File: config.mk
export PLATFORM = sky130hd
export DESIGN_NAME = player_ground_collider
export DESIGN_NICKNAME = d
export VERILOG_FILES = /design/src/rtl/player_ground_collider.sv
export SDC_FILE = /design/constraint.sdc
export NUM_CORES = 1
export LEC_CHECK = 0
export BUFFER_PORTS_ARGS = -buffer_cell sky130_fd_sc_hd__clkbuf_2
export CORE_MARGIN = 3
export CORE_UTILIZATION = 50
export CTS_CLUSTER_DIAMETER = 150
export DETAILED_ROUTE_END_ITERATION = 6
export MAX_ROUTING_LAYER = met4
export PLACE_DENSITY = 0.81
export SLEW_MARGIN = 10
export SYNTH_ARGS = -nofsm -noshare
export SYNTH_HDL_FRONTEND = slang
export SYNTH_SLANG_ARGS = --single-unit
File: constraint.sdc
create_clock -name clk_player_control -period 10.3 [get_ports clk_player_control]
set_input_delay 2.06 -clock clk_player_control [delete_from_list [all_inputs] [get_ports clk_player_control]]
set_output_delay 2.06 -clock clk_player_control [all_outputs]
set_load 0.02 [all_outputs]
File: src/rtl/player_ground_collider.sv
// Scans the platform table on request and returns the highest ground platform under the player.
// Optional ceiling search is compiled in with GROUND_COLLIDER_CEILING_EN.
module player_ground_collider #(
  parameter int MAX_PLATFORMS = 8,
  parameter int ADDR_W        = 3,
  parameter int SNAP_MARGIN   = 2,
  parameter int STEP_TOL      = 0
) (
  input  logic              clk_player_control,
  input  logic              reset_n,
  input  logic              scan_start,
  input  logic [9:0]        player_pos_x,
  input  logic [9:0]        player_pos_y,
  input  logic [9:0]        player_w,
  input  logic [9:0]        player_h,
  output logic              platform_rd,
  output logic [ADDR_W-1:0] platform_addr,
  input  logic              platform_active,
  input  logic [9:0]        platform_x0,
  input  logic [9:0]        platform_x1,
  input  logic [9:0]        platform_y0,
  input  logic [9:0]        platform_y1,
  output logic [9:0]        collider_ground_h_player,
  output logic              is_collider_ground_player,
  output logic              scan_busy,
  output logic              scan_done
`ifdef GROUND_COLLIDER_CEILING_EN
  ,
  output logic [9:0]        collider_ceiling_h_player,
  output logic [0:0]        is_collider_ceiling_player
`endif
);

  // state   | meaning
  // S_IDLE  | waiting for scan_start
  // S_SCAN  | issuing table reads 0..MAX_PLATFORMS-1
  // S_DRAIN | evaluating the last returned entry
  // S_DONE  | results published, scan_done pulse
  typedef enum logic [1:0] {S_IDLE, S_SCAN, S_DRAIN, S_DONE} state_t;

  localparam logic [ADDR_W-1:0] LAST_ADDR = ADDR_W'(MAX_PLATFORMS - 1);
  localparam logic [10:0]       SNAP_W    = 11'(SNAP_MARGIN);
  localparam logic [10:0]       TOL_W     = 11'(STEP_TOL);

  state_t            state_q, state_d;
  logic [ADDR_W-1:0] addr_q, addr_d;
  logic              eval_q;
  logic [9:0]        px_q, px_d, pw_q, pw_d;
  logic [10:0]       feet_q, feet_d;
  logic              gnd_found_q, gnd_found_d;
  logic [9:0]        gnd_h_q, gnd_h_d;
  logic              res_gnd_found_q, res_gnd_found_d;
  logic [9:0]        res_gnd_h_q, res_gnd_h_d;
  logic              overlap, gnd_take;

  // Sums widened to 11 bits so edges near 1023 never wrap.
  assign overlap = (platform_x0 < platform_x1)
                && ({1'b0, px_q} < {1'b0, platform_x1})
                && (({1'b0, px_q} + {1'b0, pw_q}) > {1'b0, platform_x0});
  assign gnd_take = eval_q && platform_active && overlap
                 && (({1'b0, platform_y0} + TOL_W) >= feet_q)
                 && (!gnd_found_q || (platform_y0 < gnd_h_q));

`ifdef GROUND_COLLIDER_CEILING_EN
  logic [9:0] py_q, py_d;
  logic       ceil_found_q, ceil_found_d;
  logic [9:0] ceil_h_q, ceil_h_d;
  logic       res_ceil_found_q, res_ceil_found_d;
  logic [9:0] res_ceil_h_q, res_ceil_h_d;
  logic       ceil_take;

  assign ceil_take = eval_q && platform_active && overlap
                  && (platform_y1 <= py_q)
                  && (!ceil_found_q || (platform_y1 > ceil_h_q));
`else
  logic unused_y1;
  assign unused_y1 = ^platform_y1;
`endif

  always_comb begin
    state_d         = state_q;
    addr_d          = addr_q;
    px_d            = px_q;
    pw_d            = pw_q;
    feet_d          = feet_q;
    gnd_found_d     = gnd_found_q;
    gnd_h_d         = gnd_h_q;
    res_gnd_found_d = res_gnd_found_q;
    res_gnd_h_d     = res_gnd_h_q;
`ifdef GROUND_COLLIDER_CEILING_EN
    py_d             = py_q;
    ceil_found_d     = ceil_found_q;
    ceil_h_d         = ceil_h_q;
    res_ceil_found_d = res_ceil_found_q;
    res_ceil_h_d     = res_ceil_h_q;
    if (ceil_take) begin
      ceil_found_d = 1'b1;
      ceil_h_d     = platform_y1;
    end
`endif
    if (gnd_take) begin
      gnd_found_d = 1'b1;
      gnd_h_d     = platform_y0;
    end

    unique case (state_q)
      S_IDLE: begin
        if (scan_start) begin
          state_d     = S_SCAN;
          addr_d      = '0;
          px_d        = player_pos_x;
          pw_d        = player_w;
          feet_d      = {1'b0, player_pos_y} + {1'b0, player_h} - SNAP_W;
          gnd_found_d = 1'b0;
          gnd_h_d     = '0;
`ifdef GROUND_COLLIDER_CEILING_EN
          py_d         = player_pos_y;
          ceil_found_d = 1'b0;
          ceil_h_d     = '0;
`endif
        end
      end
      S_SCAN: begin
        addr_d = addr_q + 1'b1;
        if (addr_q == LAST_ADDR) begin
          state_d = S_DRAIN;
          addr_d  = '0;
        end
      end
      S_DRAIN: begin
        // Publish includes the last entry, evaluated this cycle.
        state_d         = S_DONE;
        res_gnd_found_d = gnd_found_d;
        res_gnd_h_d     = gnd_found_d ? gnd_h_d : 10'd0;
`ifdef GROUND_COLLIDER_CEILING_EN
        res_ceil_found_d = ceil_found_d;
        res_ceil_h_d     = ceil_found_d ? ceil_h_d : 10'd0;
`endif
      end
      S_DONE:  state_d = S_IDLE;
      default: state_d = S_IDLE;
    endcase
  end

  always_ff @(posedge clk_player_control or negedge reset_n) begin
    if (!reset_n) begin
      state_q         <= S_IDLE;
      addr_q          <= '0;
      eval_q          <= 1'b0;
      px_q            <= '0;
      pw_q            <= '0;
      feet_q          <= '0;
      gnd_found_q     <= 1'b0;
      gnd_h_q         <= '0;
      res_gnd_found_q <= 1'b0;
      res_gnd_h_q     <= '0;
`ifdef GROUND_COLLIDER_CEILING_EN
      py_q             <= '0;
      ceil_found_q     <= 1'b0;
      ceil_h_q         <= '0;
      res_ceil_found_q <= 1'b0;
      res_ceil_h_q     <= '0;
`endif
    end else begin
      state_q         <= state_d;
      addr_q          <= addr_d;
      eval_q          <= platform_rd;
      px_q            <= px_d;
      pw_q            <= pw_d;
      feet_q          <= feet_d;
      gnd_found_q     <= gnd_found_d;
      gnd_h_q         <= gnd_h_d;
      res_gnd_found_q <= res_gnd_found_d;
      res_gnd_h_q     <= res_gnd_h_d;
`ifdef GROUND_COLLIDER_CEILING_EN
      py_q             <= py_d;
      ceil_found_q     <= ceil_found_d;
      ceil_h_q         <= ceil_h_d;
      res_ceil_found_q <= res_ceil_found_d;
      res_ceil_h_q     <= res_ceil_h_d;
`endif
    end
  end

  assign platform_rd               = (state_q == S_SCAN);
  assign platform_addr             = addr_q;
  assign scan_busy                 = (state_q != S_IDLE);
  assign scan_done                 = (state_q == S_DONE);
  assign collider_ground_h_player  = res_gnd_h_q;
  assign is_collider_ground_player = res_gnd_found_q;
`ifdef GROUND_COLLIDER_CEILING_EN
  assign collider_ceiling_h_player  = res_ceil_h_q;
  assign is_collider_ceiling_player = res_ceil_found_q;
`endif

endmodule

==> results.md <==
- Detail-routed via count per cell: 5.448
- Maximum capacitance violations: 0
- Register area share after synthesis: 32.18%
- Post-DP HPWL: 7909 um
- Most frequent cell after synthesis: inv_1
- Most used flip-flop cell after synthesis: dfrtp_1
- Number of nets still failing antenna checks after routing: 0
- Hold wc startpoint: feet_q[9]
- Num CTS Buffers: 9
- Final setup vio count: 0
- Routability congestion estimate from global placement: 0.9357
- Buffers and inverters on the worst path: 0
- Post-layout min period: 4.541 ns
- Number of vias in the routed layout: 3770
- Initial core utilization: 52.10%
- TritonCTS clock tree: built
- Cell area after technology mapping: 4588 um^2
- Placeable core region: 8806 um^2
- Number of violations reported at the end of detailed-routing iteration 0: 141
- Postcts setup bufs: 0
- Period utilisation layout: 44.09%
- Chip Height: 101.8 um
- Mapped Nets: 652
- Final cell area excluding filler cells: 5339 um^2
- RSZ-0062 raised after global routing: no
- Max stage delay on crit path: 0.59 ns
- Power density cells: 262.9 nW/um^2
- DRC violation count after routing: 0
- Result of the run: completed
- Clock tree buffer depth: 2
- Reg-to-reg critical path startpoint: px_q[1]
- Sum of met3 wire segment lengths after detailed routing: 584 um
- WL met1: 4250 um
- Fill cell total of the finished layout: 752
- Required @ worst endpoint: 10.53 ns
- Pin count of the biggest net entering global routing: 60
- Biggest area consumer among synthesized cells: dfrtp_1
- Global-route total usage across every layer: 20.53%
- Area Overhead vs Synth: 16.36%
- Maximum vdd ir drop: 0.0001161 V
- Drt wl/cell: 14.27 um
- Cell family with most CP delay: compound AO/OA/AOI/OAI gates
- Highest Signal Layer: met4
- Synth Warn #: 0
- Die area: 10360 um^2
- Post-Route Setup TNS: 0 ns
- Post-synth EDFFs: 0
- CP Cell Sequence: ha_1, a21o_1, a21oi_1, nor2b_1, o21a_1, o41ai_1, or4b_1, o211ai_1, ha_1, nand4_1, or3_1, o21ai_0, a21oi_1, o2111a_2, mux2i_4, a221o_1
- Number of library cell types mapped by synthesis: 50
- Launch point of the critical path: px_q[1]
- Hold/Removal Path Class: flop to flop
- Register bit total from synthesis: 59
- CTS clk-pin slew, worst paths: 0.08 ns
- Placed Area: 5154 um^2
- Maximum clock skew at final layout: 0.01255 ns
- Insertion delay of the later-clocked pin in the worst-skew pair: 0.34 ns
- Number of antenna violations at the first check in global routing: 0
- Std cell rows: 34
- Post-layout net count: 747
- Critical path peak fanout: 10
- CP Launch Type: flop
- H-tree levels: 3
- Async set-or-reset flop fraction in the synthesized netlist: 100.0%
- Width of the chip: 101.8 um
- Total Routed Length: 9878 um
- Worst-case headroom to the max-slew limit: 49.92%
- Final Core Density: 60.63%
- Amount of wire on met2 after detailed routing: 4900 um
- Number of iterations in the first detailed-routing pass: 4
- Max-slew violation count: 0
- Average instance area after synthesis: 9.480 um^2
- Final hold viol count: 0
- Residual overflow from global routing: 0
- Static leakage: 2.907 nW
- Timing-limited maximum frequency: 220.2 MHz
- Slowest library cell on the worst path: o41ai_1
- Fin Hold WS: 0.4824 ns
- Total I/O pin count: 101
- Via count of the first global-routing pass: 3724
- Number of buffers inserted by hold repair at cts: 0
- Share of the synthesized area in the top cell type: 32.18%
- Count of mapped cells out of synthesis: 484
- Port bufs: 90
- Leading cell types by total area after synthesis: dfrtp_1 32%, ha_1 22%, inv_1 7.0%
- Antenna fix cells: 0
- Clock Sinks: 59
- Most common library cells after synthesis: 85 x inv_1, 82 x ha_1, 59 x dfrtp_1
- Number of gates resized after cts: 0
- Critical path class: flop to flop
- Pin slew with the least headroom to its limit: 0.7512 ns
- Worst endpoint data arrival time: 4.77 ns
- Setup crit end kind: flop
- First-pass GRT wire length: 16470 um
- Clock tree root driver cell: clkbuf_8
- Layout cell share with drive strength beyond 1: 23.63%
[worst min-delay path: stages (launching register included)]
cell and delay (ns):
dfrtp_1 0.35, nand2_1 0.05, o31ai_1 0.05
[per-layer routing]
layer | vias to the layer above | track usage [%]
met3 | 19 | 3.237
li1 | 1879 | -
met5 | - | -
met2 | 105 | 35.41
met4 | 0 | 6.544
met1 | 1767 | 24.50
[worst paths after layout]
| kind | depth (start not counted) | slack [ns] | endpoint |
|---|---|---|---|
| setup reg to reg | 16 | 5.76 | collider_ground_h_player[3] |
| hold / removal | 2 | 0.48 | feet_q[9] |
| setup / recovery | 16 | 5.76 | collider_ground_h_player[3] |
| hold reg to reg | 2 | 0.48 | feet_q[9] |
| min in group asynchronous | 2 | 1.86 | px_q[0] |
| max in group asynchronous | 2 | 7.93 | feet_q[9] |
[area by class of cell]
type	instances	area (um^2)	area share, %
sequential	59	1476	27.65
tap	108	135.1	2.531
inverter	85	319.1	5.976
timing repair buffer	92	465.4	8.718
clock inverter	6	47.55	0.8906
clock buffer	10	137.6	2.578
multi-input combinational	332	2758	51.65
[flip-flops by register name (all words and copies together), names as in the netlist, 2 cells and up, named ones only]
signal                    cells
collider_ground_h_player     10
feet_q                       11
pw_q                         10
px_q                         10
gnd_h_q                       9
platform_addr                 3
state_q                       2
[layout by cell type (no fill, tap or decap), types with 8 or more instances in the layout]
cell	count
a221o_1	11
nor2_1	20
nand2_1	42
dfrtp_1	59
ha_1	82
mux2_2	23
clkbuf_8	10
o21ai_0	23
mux2i_1	12
clkbuf_2	90
a21oi_1	19
a211oi_1	9
inv_1	85
xnor2_1	8
nor2b_1	12
[report_power, final]
part / switching, mW / internal [mW] / leakage [nW]
sequential: 0.0673 / 0.323 / 0.750
clock: 0.101 / 0.0958 / 0.0933
combinational: 0.445 / 0.372 / 2.06
[cell families after synthesis]
logic type | synth area share (%)
AND/OR/NAND/NOR | 10.69
AO/OA/AOI/OAI | 15.08
buffers and inverters | 7.772
adder cells (fa/ha/maj) | 23.23
flip-flops | 32.18
multiplexers | 8.754
XOR/XNOR | 2.291
[stage by stage]
step           std cells  worst slack, ns  power [mW]
2_1_floorplan        484            6.261       1.006
3_3_place_gp         676            5.961       1.160
3_5_place_dp         676            5.814       1.210
4_1_cts              692            5.731       1.415
5_1_grt              692            5.534       1.542
6_report             692            5.759       1.403
(Power assumes the default switching activity.)
